[src/rtl/interfaz_round_robin_multimodo.sv]
// Queue scheduler for the switch output selector: round robin, weighted, table-driven
// and strict-priority arbitration over per-queue FIFO empty flags.
module interfaz_round_robin_multimodo #(
    parameter int QUEUE_QUANTITY = 4,
    parameter int MAX_WEIGHT     = 64,
    parameter int TABLE_SIZE     = 8,
    localparam int W  = $clog2(MAX_WEIGHT),
    localparam int SW = $clog2(QUEUE_QUANTITY),
    localparam int PW = (TABLE_SIZE > 1) ? $clog2(TABLE_SIZE) : 1
) (
    input  logic                       clk,
    input  logic                       rst,
    input  logic                       enb,
    input  logic [1:0]                 modo,
    input  logic [QUEUE_QUANTITY-1:0]  buf_empty,
    input  logic [QUEUE_QUANTITY*W-1:0] pesos,
    input  logic [TABLE_SIZE*SW-1:0]   selecciones,
    input  logic [TABLE_SIZE*W-1:0]    pesosArbitraje,
    output logic [SW-1:0]              selector,
    output logic                       selector_enb,
    output logic [1:0]                 modo_activo
);

    // Handshake: selector_enb is a valid strobe qualifying selector for one cycle; there is
    // no ready, the datapath consumes every cycle in which selector_enb is high.

    localparam logic [1:0] MODO_RR  = 2'b00;
    localparam logic [1:0] MODO_WRR = 2'b01;
    localparam logic [1:0] MODO_TBL = 2'b10;
    localparam logic [1:0] MODO_SP  = 2'b11;

    logic [W-1:0]  credit;
    logic [PW-1:0] ptr;
    logic [SW-1:0] last;
    logic          grant_valid;  // survives freezes, unlike selector_enb

    logic          boundary;
    logic [1:0]    modo_next;
    logic          rr_found, wrr_found, sp_found, t_empty, t_ok;
    logic [SW-1:0] rr_sel, wrr_sel, sp_sel, cand, t_q;
    logic [W-1:0]  wrr_w, t_w;
    logic [SW-1:0] nxt_sel, nxt_last;
    logic          nxt_valid;
    logic [W-1:0]  nxt_credit;
    logic [PW-1:0] nxt_ptr;

    always_comb begin
        boundary = (credit == '0) || buf_empty[selector] || !grant_valid ||
                   (modo_activo == MODO_RR) || (modo_activo == MODO_SP);
        modo_next = boundary ? modo : modo_activo;

        // Circular searches start just after the last granted queue.
        rr_found  = 1'b0;
        rr_sel    = last;
        wrr_found = 1'b0;
        wrr_sel   = last;
        wrr_w     = '0;
        cand      = '0;
        for (int off = 1; off <= QUEUE_QUANTITY; off++) begin
            cand = SW'((int'(last) + off) % QUEUE_QUANTITY);
            if (!rr_found && !buf_empty[cand]) begin
                rr_found = 1'b1;
                rr_sel   = cand;
            end
            if (!wrr_found && !buf_empty[cand] && (pesos[int'(cand)*W +: W] != '0)) begin
                wrr_found = 1'b1;
                wrr_sel   = cand;
                wrr_w     = pesos[int'(cand)*W +: W];
            end
        end

        sp_found = 1'b0;
        sp_sel   = selector;
        for (int i = QUEUE_QUANTITY - 1; i >= 0; i--) begin
            if (!buf_empty[i]) begin
                sp_found = 1'b1;
                sp_sel   = SW'(i);
            end
        end

        // Out-of-range table entries read as an empty queue.
        t_q     = selecciones[int'(ptr)*SW +: SW];
        t_w     = pesosArbitraje[int'(ptr)*W +: W];
        t_empty = 1'b1;
        for (int i = 0; i < QUEUE_QUANTITY; i++) begin
            if (int'(t_q) == i) t_empty = buf_empty[i];
        end
        t_ok = !t_empty && (t_w != '0);

        nxt_sel    = selector;
        nxt_valid  = 1'b0;
        nxt_credit = '0;
        nxt_last   = last;
        nxt_ptr    = ptr;
        if (!boundary) begin
            nxt_valid  = 1'b1;
            nxt_credit = credit - W'(1);
        end else begin
            case (modo_next)
                MODO_RR: if (rr_found) begin
                    nxt_sel   = rr_sel;
                    nxt_valid = 1'b1;
                    nxt_last  = rr_sel;
                end
                MODO_WRR: if (wrr_found) begin
                    nxt_sel    = wrr_sel;
                    nxt_valid  = 1'b1;
                    nxt_last   = wrr_sel;
                    nxt_credit = wrr_w - W'(1);
                end
                MODO_TBL: begin
                    // The pointer moves on as the entry is consumed, granted or skipped.
                    nxt_ptr = (ptr == PW'(TABLE_SIZE - 1)) ? '0 : ptr + PW'(1);
                    if (t_ok) begin
                        nxt_sel    = t_q;
                        nxt_valid  = 1'b1;
                        nxt_last   = t_q;
                        nxt_credit = t_w - W'(1);
                    end
                end
                default: if (sp_found) begin
                    nxt_sel   = sp_sel;
                    nxt_valid = 1'b1;
                    nxt_last  = sp_sel;
                end
            endcase
        end
    end

    always_ff @(posedge clk) begin
        if (!rst) begin
            selector     <= '0;
            selector_enb <= 1'b0;
            modo_activo  <= MODO_RR;
            credit       <= '0;
            ptr          <= '0;
            last         <= SW'(QUEUE_QUANTITY - 1);
            grant_valid  <= 1'b0;
        end else if (enb) begin
            selector     <= nxt_sel;
            selector_enb <= nxt_valid;
            modo_activo  <= modo_next;
            credit       <= nxt_credit;
            ptr          <= nxt_ptr;
            last         <= nxt_last;
            grant_valid  <= nxt_valid;
        end else begin
            selector_enb <= 1'b0;
        end
    end

endmodule

[config.mk]
export PLATFORM = sky130hd
export DESIGN_NAME = interfaz_round_robin_multimodo
export DESIGN_NICKNAME = d
export VERILOG_FILES = /design/src/rtl/interfaz_round_robin_multimodo.sv
export SDC_FILE = /design/constraint.sdc
export NUM_CORES = 1
export LEC_CHECK = 0
export ABC_CLOCK_PERIOD_IN_PS = 7500
export BUFFER_PORTS_ARGS = -buffer_cell sky130_fd_sc_hd__buf_2
export CAP_MARGIN = 20
export CORE_ASPECT_RATIO = 0.75
export CORE_MARGIN = 4
export CORE_UTILIZATION = 30
export CTS_BUF_LIST = sky130_fd_sc_hd__clkbuf_8
export CTS_CLUSTER_SIZE = 10
export DETAILED_ROUTE_END_ITERATION = 8
export SYNTH_ARGS = -nofsm -noshare
export SYNTH_HDL_FRONTEND = slang
export SYNTH_SLANG_ARGS = --single-unit
[constraint.sdc]
create_clock -name clk -period 7.5 [get_ports clk]
set_clock_uncertainty 0.2 [all_clocks]
set_input_delay 2.25 -clock clk [delete_from_list [all_inputs] [get_ports clk]]
set_output_delay 2.25 -clock clk [all_outputs]
set_load 0.02 [all_outputs]
==> metrics.txt <==
drt drc=0; RSZ-0062 raised after global routing=false; CTS Buf Count=3; fmax=174 MHz; Final Max Slew Viols=0; Worst Setup End Kind=register; DP HPWL=7.43 mm; WS Path Type=in -> reg; Worst Hold End=grant_valid; slowest stage delay, CP=520 ps; mapped cell area=0.00306 mm^2; depth of the most critical reg-to-reg path=13; VDD IR-drop max=0.0000500 V; port buffer count=101; Max-cap violations=0; commonest cells in the netlist=40 x mux4_2, 23 x nor2_1, 20 x o21ai_0, 19 x a21oi_1, 17 x dfxtp_1; H-tree Lvls=1; min-delay src=grant_valid; syn_area_per_cell=9.77 um^2; Root Buffer Master=clkbuf_8; Leakage=1.45 nW; total gr overflow=0; Post-Route WL=9.10 mm; Initial DRC Count=192; fin cells=531; Post-Synthesis Cells=313; PD cells=131 mW/mm^2; CP max stage cell=mux4_2; crit share post-route=76.6%; count leader, synth=mux4_2; Setup Buffers After CTS=0; Yosys reg bits=17; dpl ws=1570 ps; I/O Pins=102; DR WL/cell=17.1 um; fin crit period=5750 ps; CTS sink cnt=17; worst r2r src=last[0]; worst reg2reg setup slack=3040 ps; Crit path arrival time=5730 ps; max_slew headroom=48.5%; Synth top area share=29.5%; Area contributors post-synth=mux4_2 29%, dfxtp_1 11%, mux2i_1 4.6%; Antenna Diode Count=0; share of the yosys chip area belonging to registers=11.1%; worst-path fanout max=6; status=complete, no violations; worst min path class=reg -> reg; post-route ant nets=0; via density per instance=5.70; final worst setup slack=1750 ps; row count=31; DR vias=3026; worst path bufs/invs=1; routability cong.=0.879; final net count=508; CTS resizes=0; clk buf depth=2; Die Span Y=95.4 um; largest net degree at the start of global routing=37; Reg clk slew, reported paths=70 ps; Post-synth ARST share=0%; ratio of cells with drive above 1 in the final layout=39.8%; Post-synth EDFFs=0; worst-path cell chain=buf_2, mux4_2, nor4_2, a21o_1, mux2_2, a21oi_1, ha_1, nand2b_1, nor4_1, a31oi_1, or4b_1, o211a_1, nor3_2; final-report hold violation count=0; startpoint types=input pin; crit-path leading delay family=simple AND/OR/NAND/NOR gates; YS warnings=0; Worst-Skew Late Latency=250 ps; post-synth top area cell=mux4_2; FF-to-FF End=credit[4]; GRT Util Overall=14.6%; Layout area overhead=20.5%; DP Area=0.00361 mm^2; chip width=125 um; Setup violations, final=0; initial antenna violation count=0; # hold bufs at CTS=0; WP data required=7480 ps; core area=0.00981 mm^2; depth of the worst hold-timing path=2; placed instance count=526; CTS tree=built; finished layout cell area=0.00369 mm^2; Slew @ Worst Pin=771 ps; die area=0.0119 mm^2; post-synthesis cell type count=71; Initial Utilization=31.2%; Worst Hold Slack=294 ps; Post-synth top flop=dfxtp_1; syn nets=421; via count of the first global-routing pass=2897; setup TNS=0 ps; drt first pass iters=4; first-pass GRT wire length=14.5 mm
==> kinds of logic after synthesis <==
kind of cell / Yosys count / synth area share (%)
AOI/OAI and AO/OA: 93 / 20.7
xor gates and xnor gates: 10 / 2.86
adders and majority gates: 11 / 4.50
buffers and inverters: 33 / 5.65
DFF: 17 / 11.1
muxes: 63 / 39.9
and+or+nand+nor: 86 / 15.3
==> worst min-delay path: stages (launching register included) <==
cell and delay, ps:
dfxtp_1 310, nor2_1 80, a211oi_1 50
==> per-stage QoR <==
step                utilization (%)  total power, mW
floorplan                         -            0.334
global placement               36.8            0.406
detailed placement             36.8            0.408
CTS                            37.3            0.480
global route                   37.6            0.519
finish                         37.6            0.482
==> how the worst max path moves through the flow <==
| stage | start | to | slack (ps) | cells after the start |
|---|---|---|---|---|
| 2_1_floorplan | pesos[4] | credit[4] | 2080 | 12 |
| 3_3_place_gp | pesos[15] | credit[4] | 1680 | 13 |
| 3_5_place_dp | pesos[15] | credit[4] | 1570 | 13 |
| 4_1_cts | pesos[15] | credit[4] | 1830 | 13 |
| 5_1_grt | pesos[15] | credit[4] | 1630 | 13 |
| 6_report | pesos[15] | credit[4] | 1750 | 13 |
==> layout by cell type (no fill, tap or decap), types with 3 or more instances in the layout <==
master and instances:
mux4_1 4, ha_1 11, clkbuf_8 3, o211ai_1 6, dfxtp_1 17, buf_2 101
a22o_1 3, nor4_1 4, and2_1 5, a31oi_1 3, nand2b_1 3, o22ai_1 4
nand3_1 8, o21ai_0 20, nor3_1 5, a211oi_1 8, nand4_1 3, nor2_1 23
a21oi_1 19, mux2i_1 14, inv_1 10, mux4_2 40, xor2_1 3, nor2b_1 4
nand2_1 15, xnor2_1 7
==> flip-flops by register name (all words and copies together) (netlist names) <==
signal        count
grant_valid       1
modo_activo       2
last              2
selector_enb      1
selector          2
credit            6
ptr               3
==> routing by layer <==
metal | share of wire, % | GRT usage, %
met1 | 48 | 22.2
met4 | 0.25 | 1.46
met2 | 47 | 22.8
met5 | 0 | 0
met3 | 4.7 | 2.30
==> final cells by class <==
type	instances	area (um^2)
Tap cell	132	165
Clock buffer	3	41.3
Timing Repair Buffer	104	548
Multi-Input combinational cell	263	2540
Fill cell	978	6130
Sequential cell	17	340
Inverter	11	41.3
Clock inverter	1	5.00
==> power by group <==
| group | total, mW | switching, mW | internal, mW |
|---|---|---|---|
| clock | 0.0700 | 0.0331 | 0.0369 |
| combinational | 0.310 | 0.163 | 0.147 |
| sequential | 0.102 | 0.00562 | 0.0966 |
| total | 0.482 | 0.202 | 0.280 |
Power figures use the tool's default switching activity.
